`src/rtl/sandpiper_7seg_bus_monitor.sv`:
```
// Passive receiver for the Sandpiper 7-segment serial bus (two cascaded 74HCS596).
// Rebuilds latched frames in the sys_clk domain, shadows segment patterns and measures ~OE duty.
module sandpiper_7seg_bus_monitor #(
    parameter int SEG_CT      = 8,
    parameter int CAN_CT      = 8,
    parameter int SYNC_STAGES = 2,
    parameter int PWM_WINDOW  = 512
) (
    input  logic                          sys_clk,
    input  logic                          rst,
    input  logic                          bus_sclk,
    input  logic                          bus_dout,
    input  logic                          bus_rclk,
    input  logic                          bus_oe_n,
    input  logic [$clog2(CAN_CT)-1:0]     rd_idx,
    output logic [SEG_CT-1:0]             rd_seg,
    output logic                          frame_valid,
    output logic [$clog2(CAN_CT)-1:0]     frame_idx,
    output logic [SEG_CT-1:0]             frame_seg,
    output logic                          len_err,
    output logic                          anode_err,
    output logic [7:0]                    err_ct,
    output logic [$clog2(PWM_WINDOW):0]   oe_on_ct
);

    localparam int IDX_W      = $clog2(CAN_CT);
    localparam int WIN_W      = $clog2(PWM_WINDOW);
    localparam int OE_W       = WIN_W + 1;
    localparam int FRAME_BITS = SEG_CT + CAN_CT;

    logic [SYNC_STAGES-1:0] sclk_sync, dout_sync, rclk_sync, oe_sync;
    logic                   sclk_prev, rclk_prev;
    logic                   sclk_rise, rclk_rise;
    logic                   dout_d, oe_n_d;

    logic [FRAME_BITS-1:0]  sr;
    logic [4:0]             bit_ct;
    logic [CAN_CT-1:0]      ca;
    logic [SEG_CT-1:0]      seg;
    logic                   ca_onehot;
    logic [IDX_W-1:0]       ca_idx;
    logic                   latch_len_bad, latch_anode_bad, latch_good;

    logic [SEG_CT-1:0]      shadow [CAN_CT];

    logic [WIN_W-1:0]       win_ct;
    logic [OE_W-1:0]        acc;
    logic                   oe_on;

    // Edge pulses are registered so every pin event reaches the outputs SYNC_STAGES+2 edges later;
    // dout and oe_n are delayed one extra flop to stay aligned with the detected edges.
    always_ff @(posedge sys_clk) begin
        if (rst) begin
            sclk_sync <= '0;
            dout_sync <= '0;
            rclk_sync <= '0;
            oe_sync   <= '0;
            sclk_prev <= 1'b0;
            rclk_prev <= 1'b0;
            sclk_rise <= 1'b0;
            rclk_rise <= 1'b0;
            dout_d    <= 1'b0;
            oe_n_d    <= 1'b0;
        end else begin
            sclk_sync <= {sclk_sync[SYNC_STAGES-2:0], bus_sclk};
            dout_sync <= {dout_sync[SYNC_STAGES-2:0], bus_dout};
            rclk_sync <= {rclk_sync[SYNC_STAGES-2:0], bus_rclk};
            oe_sync   <= {oe_sync[SYNC_STAGES-2:0], bus_oe_n};
            sclk_prev <= sclk_sync[SYNC_STAGES-1];
            rclk_prev <= rclk_sync[SYNC_STAGES-1];
            sclk_rise <= sclk_sync[SYNC_STAGES-1] & ~sclk_prev;
            rclk_rise <= rclk_sync[SYNC_STAGES-1] & ~rclk_prev;
            dout_d    <= dout_sync[SYNC_STAGES-1];
            oe_n_d    <= oe_sync[SYNC_STAGES-1];
        end
    end

    assign ca        = sr[FRAME_BITS-1:SEG_CT];
    assign seg       = sr[SEG_CT-1:0];
    assign ca_onehot = (ca != '0) && ((ca & (ca - CAN_CT'(1))) == '0);

    always_comb begin
        ca_idx = '0;
        for (int i = 0; i < CAN_CT; i++) begin
            if (ca[i]) ca_idx = IDX_W'(i);
        end
    end

    // Latch decisions use the pre-shift register and pre-increment count.
    assign latch_len_bad   = rclk_rise && (bit_ct != 5'(FRAME_BITS));
    assign latch_good      = rclk_rise && (bit_ct == 5'(FRAME_BITS)) && ca_onehot;
    assign latch_anode_bad = rclk_rise && (bit_ct == 5'(FRAME_BITS)) && !ca_onehot && (ca != '0);

    always_ff @(posedge sys_clk) begin
        if (rst) begin
            sr          <= '0;
            bit_ct      <= '0;
            frame_valid <= 1'b0;
            frame_idx   <= '0;
            frame_seg   <= '0;
            len_err     <= 1'b0;
            anode_err   <= 1'b0;
            err_ct      <= '0;
        end else begin
            frame_valid <= latch_good;
            len_err     <= latch_len_bad;
            anode_err   <= latch_anode_bad;
            if (sclk_rise) sr <= {dout_d, sr[FRAME_BITS-1:1]};
            if (rclk_rise) bit_ct <= sclk_rise ? 5'd1 : 5'd0;
            else if (sclk_rise && bit_ct != 5'd31) bit_ct <= bit_ct + 5'd1;
            if (latch_good) begin
                frame_idx <= ca_idx;
                frame_seg <= seg;
            end
            if ((latch_len_bad || latch_anode_bad) && err_ct != 8'd255) err_ct <= err_ct + 8'd1;
        end
    end

    // Readback sees the pre-write value when a write hits the same index in the same cycle.
    always_ff @(posedge sys_clk) begin
        if (rst) begin
            for (int i = 0; i < CAN_CT; i++) shadow[i] <= '0;
            rd_seg <= '0;
        end else begin
            if (latch_good) shadow[ca_idx] <= seg;
            rd_seg <= shadow[rd_idx];
        end
    end

    assign oe_on = ~oe_n_d;

    always_ff @(posedge sys_clk) begin
        if (rst) begin
            win_ct   <= '0;
            acc      <= '0;
            oe_on_ct <= '0;
        end else begin
            win_ct <= win_ct + WIN_W'(1);
            if (win_ct == WIN_W'(PWM_WINDOW - 1)) begin
                oe_on_ct <= acc + OE_W'(oe_on);
                acc      <= '0;
            end else begin
                acc <= acc + OE_W'(oe_on);
            end
        end
    end

endmodule

```
`config.mk`:
```
export PLATFORM = sky130hd
export DESIGN_NAME = sandpiper_7seg_bus_monitor
export DESIGN_NICKNAME = d
export VERILOG_FILES = /design/src/rtl/sandpiper_7seg_bus_monitor.sv
export SDC_FILE = /design/constraint.sdc
export NUM_CORES = 1
export LEC_CHECK = 0
export ABC_AREA = 1
export BUFFER_PORTS_ARGS = -buffer_cell sky130_fd_sc_hd__clkbuf_2
export CAP_MARGIN = 10
export CORE_MARGIN = 2
export CORE_UTILIZATION = 59
export DETAILED_ROUTE_END_ITERATION = 16
export MAX_ROUTING_LAYER = met4
export PLACE_DENSITY = 0.78
export SLEW_MARGIN = 20
export SYNTH_ARGS = -nofsm -noshare
export SYNTH_HDL_FRONTEND = slang
export SYNTH_SLANG_ARGS = --single-unit
```
`constraint.sdc`:
```
create_clock -name sys_clk -period 2.2 [get_ports sys_clk]
set_input_delay 0.44 -clock sys_clk [delete_from_list [all_inputs] [get_ports sys_clk]]
set_output_delay 0.44 -clock sys_clk [all_outputs]
set_load 0.03 [all_outputs]
```
==> summary.md <==
| Metric | Value |
|---|---|
| Cell area after placement | `0.00683 mm^2` |
| Cell Count, Final, Fillers Out | `897` |
| Number of flip-flops and latches in the synthesized netlist | `158` |
| Worst setup slack after placement | `0.0845 ns` |
| Maximum number of pins on one net before global-route repair | `33` |
| Fmax | `0.498 GHz` |
| Netlist cell types | `34` |
| Max-slew violations | `0` |
| Worst Tran Pin Value | `0.564 ns` |
| Buffer cell driving the clock tree root | `sky130_fd_sc_hd__clkbuf_8` |
| Starting density of the core | `61.1%` |
| Type of destination of the critical path | `flop` |
| Max_cap viols | `0` |
| Routed WL per cell | `15.5 um` |
| Final Total Pwr | `6.59 mW` |
| Final nets | `765` |
| FFs w/ async S/R, synth | `0%` |
| Final std cell area, no fill | `0.00749 mm^2` |
| Yosys warning total | `0` |
| Sequential standard cell area | `0.00380 mm^2` |
| Area grow syn2layout | `17.6%` |
| Total grt overflow | `0` |
| Most frequent CP cell | `sky130_fd_sc_hd__nand2_1` |
| Clock period minus final worst setup slack | `2.01 ns` |
| Cell-by-cell trace of the critical path | `inv_1 > nand2_1 > nand2_1 > nand2_1 > nor2_1 > nand3b_4 > nor2_8 > nand4_4 > nand2_2` |
| Dominant cell type by area after synthesis | `sky130_fd_sc_hd__edfxtp_1` |
| Post-placement cell count | `865` |
| Setup repair bufs after CTS | `0` |
| Top-count cell post-synth | `sky130_fd_sc_hd__nor2_1` |
| Via density per instance | `5.53` |
| Total global routing track utilization | `26.5%` |
| Final period util | `91.3%` |
| Die Y | `108 um` |
| Number of antenna violations at the first check in global routing | `0` |
| Antenna cells | `0` |
| Violation count after the first detailed-routing iteration | `335` |
| CP top delay family | `simple AND/OR/NAND/NOR gates` |
| Clock skew | `0.00905 ns` |
| Top cell type's share of synthesized area | `30.2%` |
| Most instantiated cells after synthesis | `sky130_fd_sc_hd__nor2_1, sky130_fd_sc_hd__dfxtp_1, sky130_fd_sc_hd__edfxtp_1, sky130_fd_sc_hd__o21ai_0, sky130_fd_sc_hd__nand2_1` |
| Boundary pin count | `49` |
| CP Class | `reg2reg` |
| Worst VDD drop | `585 uV` |
| TritonCTS Sinks | `158` |
| Vias post-DR | `4957` |
| Horizontal die dimension | `108 um` |
| Count of fill cells added during filler insertion | `751` |
| Count of cells along the worst hold path | `3` |
| Router iterations before antenna repair | `5` |
| Cell count after synthesis | `689` |
| Clock Pin Slew Worst Setup and Hold Paths | `0.06 ns` |
| CP Launch Type | `flop` |
| Final standard cell utilization of the core | `71.9%` |
| Register-to-register setup slack | `0.19 ns` |
| Mean instance size in the synthesized netlist | `9.24 um^2` |
| Leakage | `2.97 nW` |
| Class of the tightest hold or removal check | `in2reg` |
| Count of final hold-check violations | `0` |
| Estimated wirelength of the detail-placed design | `9.38 mm` |
| Dominant cells by area after synthesis | `sky130_fd_sc_hd__edfxtp_1, sky130_fd_sc_hd__dfxtp_1, sky130_fd_sc_hd__nor2_1, sky130_fd_sc_hd__o21ai_0, sky130_fd_sc_hd__nand2_1` |
| First-pass GRT wire length | `22.5 mm` |
| Arr. time, crit path | `2.24 ns` |
| Fraction of final layout cells sized beyond drive strength 1 | `16.4%` |
| IO buf count | `48` |
| Buffers from clock root to sink, at most | `2` |
| Worst Reg2Reg Path Length in Cells | `9` |
| Cts bufs inserted | `17` |
| Placer congestion estimate | `0.897` |
| Final antenna-violating net count | `0` |
| Setup slack of the critical path after layout | `0.192 ns` |
| Critical Path Max Stage Delay | `0.36 ns` |
| Crit Path Max Fanout | `8` |
| Later-pin clock latency in the skew report | `0.54 ns` |
| H-Tree Level Count | `4` |
| Final setup fails | `0` |
| Setup repair after global routing missed its margin | `true` |
| Worst path slowest cell | `sky130_fd_sc_hd__dfxtp_1` |
| CTS tree | `done` |
| PD cells | `879 mW/mm^2` |
| Post-Syn Nets | `706` |
| Vias in the first global route | `4742` |
| Run status | `completed` |
| DRC Markers | `0` |
| Data required time at the worst endpoint | `2.43 ns` |
| Proportion of synthesized chip area in sequential cells | `59.7%` |
| Cell row count | `37` |
| Number of enable-type register cells in the synthesized netlist | `64` |
| Core area | `0.0104 mm^2` |
| Top FF cell, synth | `sky130_fd_sc_hd__dfxtp_1` |
| Total area of multi-input combinational cells | `0.00227 mm^2` |
| Die area | `0.0116 mm^2` |
| Count of cell instances traversed by the critical path | `9` |
| Total wire length | `13.9 mm` |
| Sum of buffers and inverters on the critical path | `1` |
| Synth Cell Area | `0.00637 mm^2` |
| Max-Slew Margin vs Limit | `62.4%` |
## routing by layer
layer  global-route usage, %  up-vias  wire (um)
li1                        -     2419          -
met5                       -        -          0
met2                    40.9      191       6700
met1                    33.2     2324       5830
met4                    12.3        0        290
met3                    6.30       23       1070
## cell families (layout without fill, tap and decap cells)
family	count (synthesis)	in the layout	share of synthesized area [%]
xor+xnor	12	12	1.65
flops	158	158	59.7
simple gates	303	303	21.1
fa+ha+maj	8	8	1.57
buf+inv	85	157	5.11
compound gates	123	123	10.8
## layout by cell type, fill, tap and decap left out, drive strengths merged, types with 11 or more instances in the layout
cell type,n
edfxtp,64
nand3,27
buf,19
dfxtp,94
a21oi,37
clkbuf,72
o21ai,64
nor2,192
inv,54
clkinv,11
o32ai,16
nand2,65
## final timing paths
kind | from | end
max | sr[13]$_SDFFE_PP0P_ | shadow[2][7]$_SDFFCE_PN0P_
max reg2reg | sr[13]$_SDFFE_PP0P_ | shadow[2][7]$_SDFFCE_PN0P_
min reg2reg | rclk_prev$_SDFF_PP0_ | rclk_rise$_SDFF_PP0_
min | bus_sclk | sclk_sync[0]$_SDFF_PP0_
## layout make-up
class	count	share of cell area (%)
sequential	158	50.8
multi-input combinational	446	30.3
clock buffer	24	7.43
timing repair buffer	67	5.28
inverter	58	2.91
tap	136	2.27
clock inverter	8	1.09
## registers in the layout, summed over array words and instances, names as in the netlist, 2 cells and up
signal,flops
win_ct,9
frame_seg,8
acc,10
bit_ct,5
oe_sync,2
sr,16
rclk_sync,2
sclk_sync,2
frame_idx,3
rd_seg,8
oe_on_ct,10
dout_sync,2
shadow,64
err_ct,8
## worst min-delay path, cell delays in order
cell and delay, ns:
sky130_fd_sc_hd__clkbuf_2 0.08, sky130_fd_sc_hd__inv_1 0.04, sky130_fd_sc_hd__nor2_1 0.03
## where the power goes
part           internal, mW  switching [mW]
logic                 0.102           0.254
clock network          1.88            1.18
registers              3.13          0.0420
## timing repair
| item | CTS | global route |
|---|---|---|
| hold buffers | 0 | 0 |
| endpoints found under the setup margin | 0 | 85 |
| resized for setup | 0 | 10 |
## metrics by stage
step	hold WS, ns	TNS, ns
after floorplan	0.373	0
after global placement	0.378	0
after detailed placement	0.382	0
after CTS	0.0650	0
after global routing	0.0714	-0.0167
final	0.0873	0
Power figures use the tool's default switching activity.
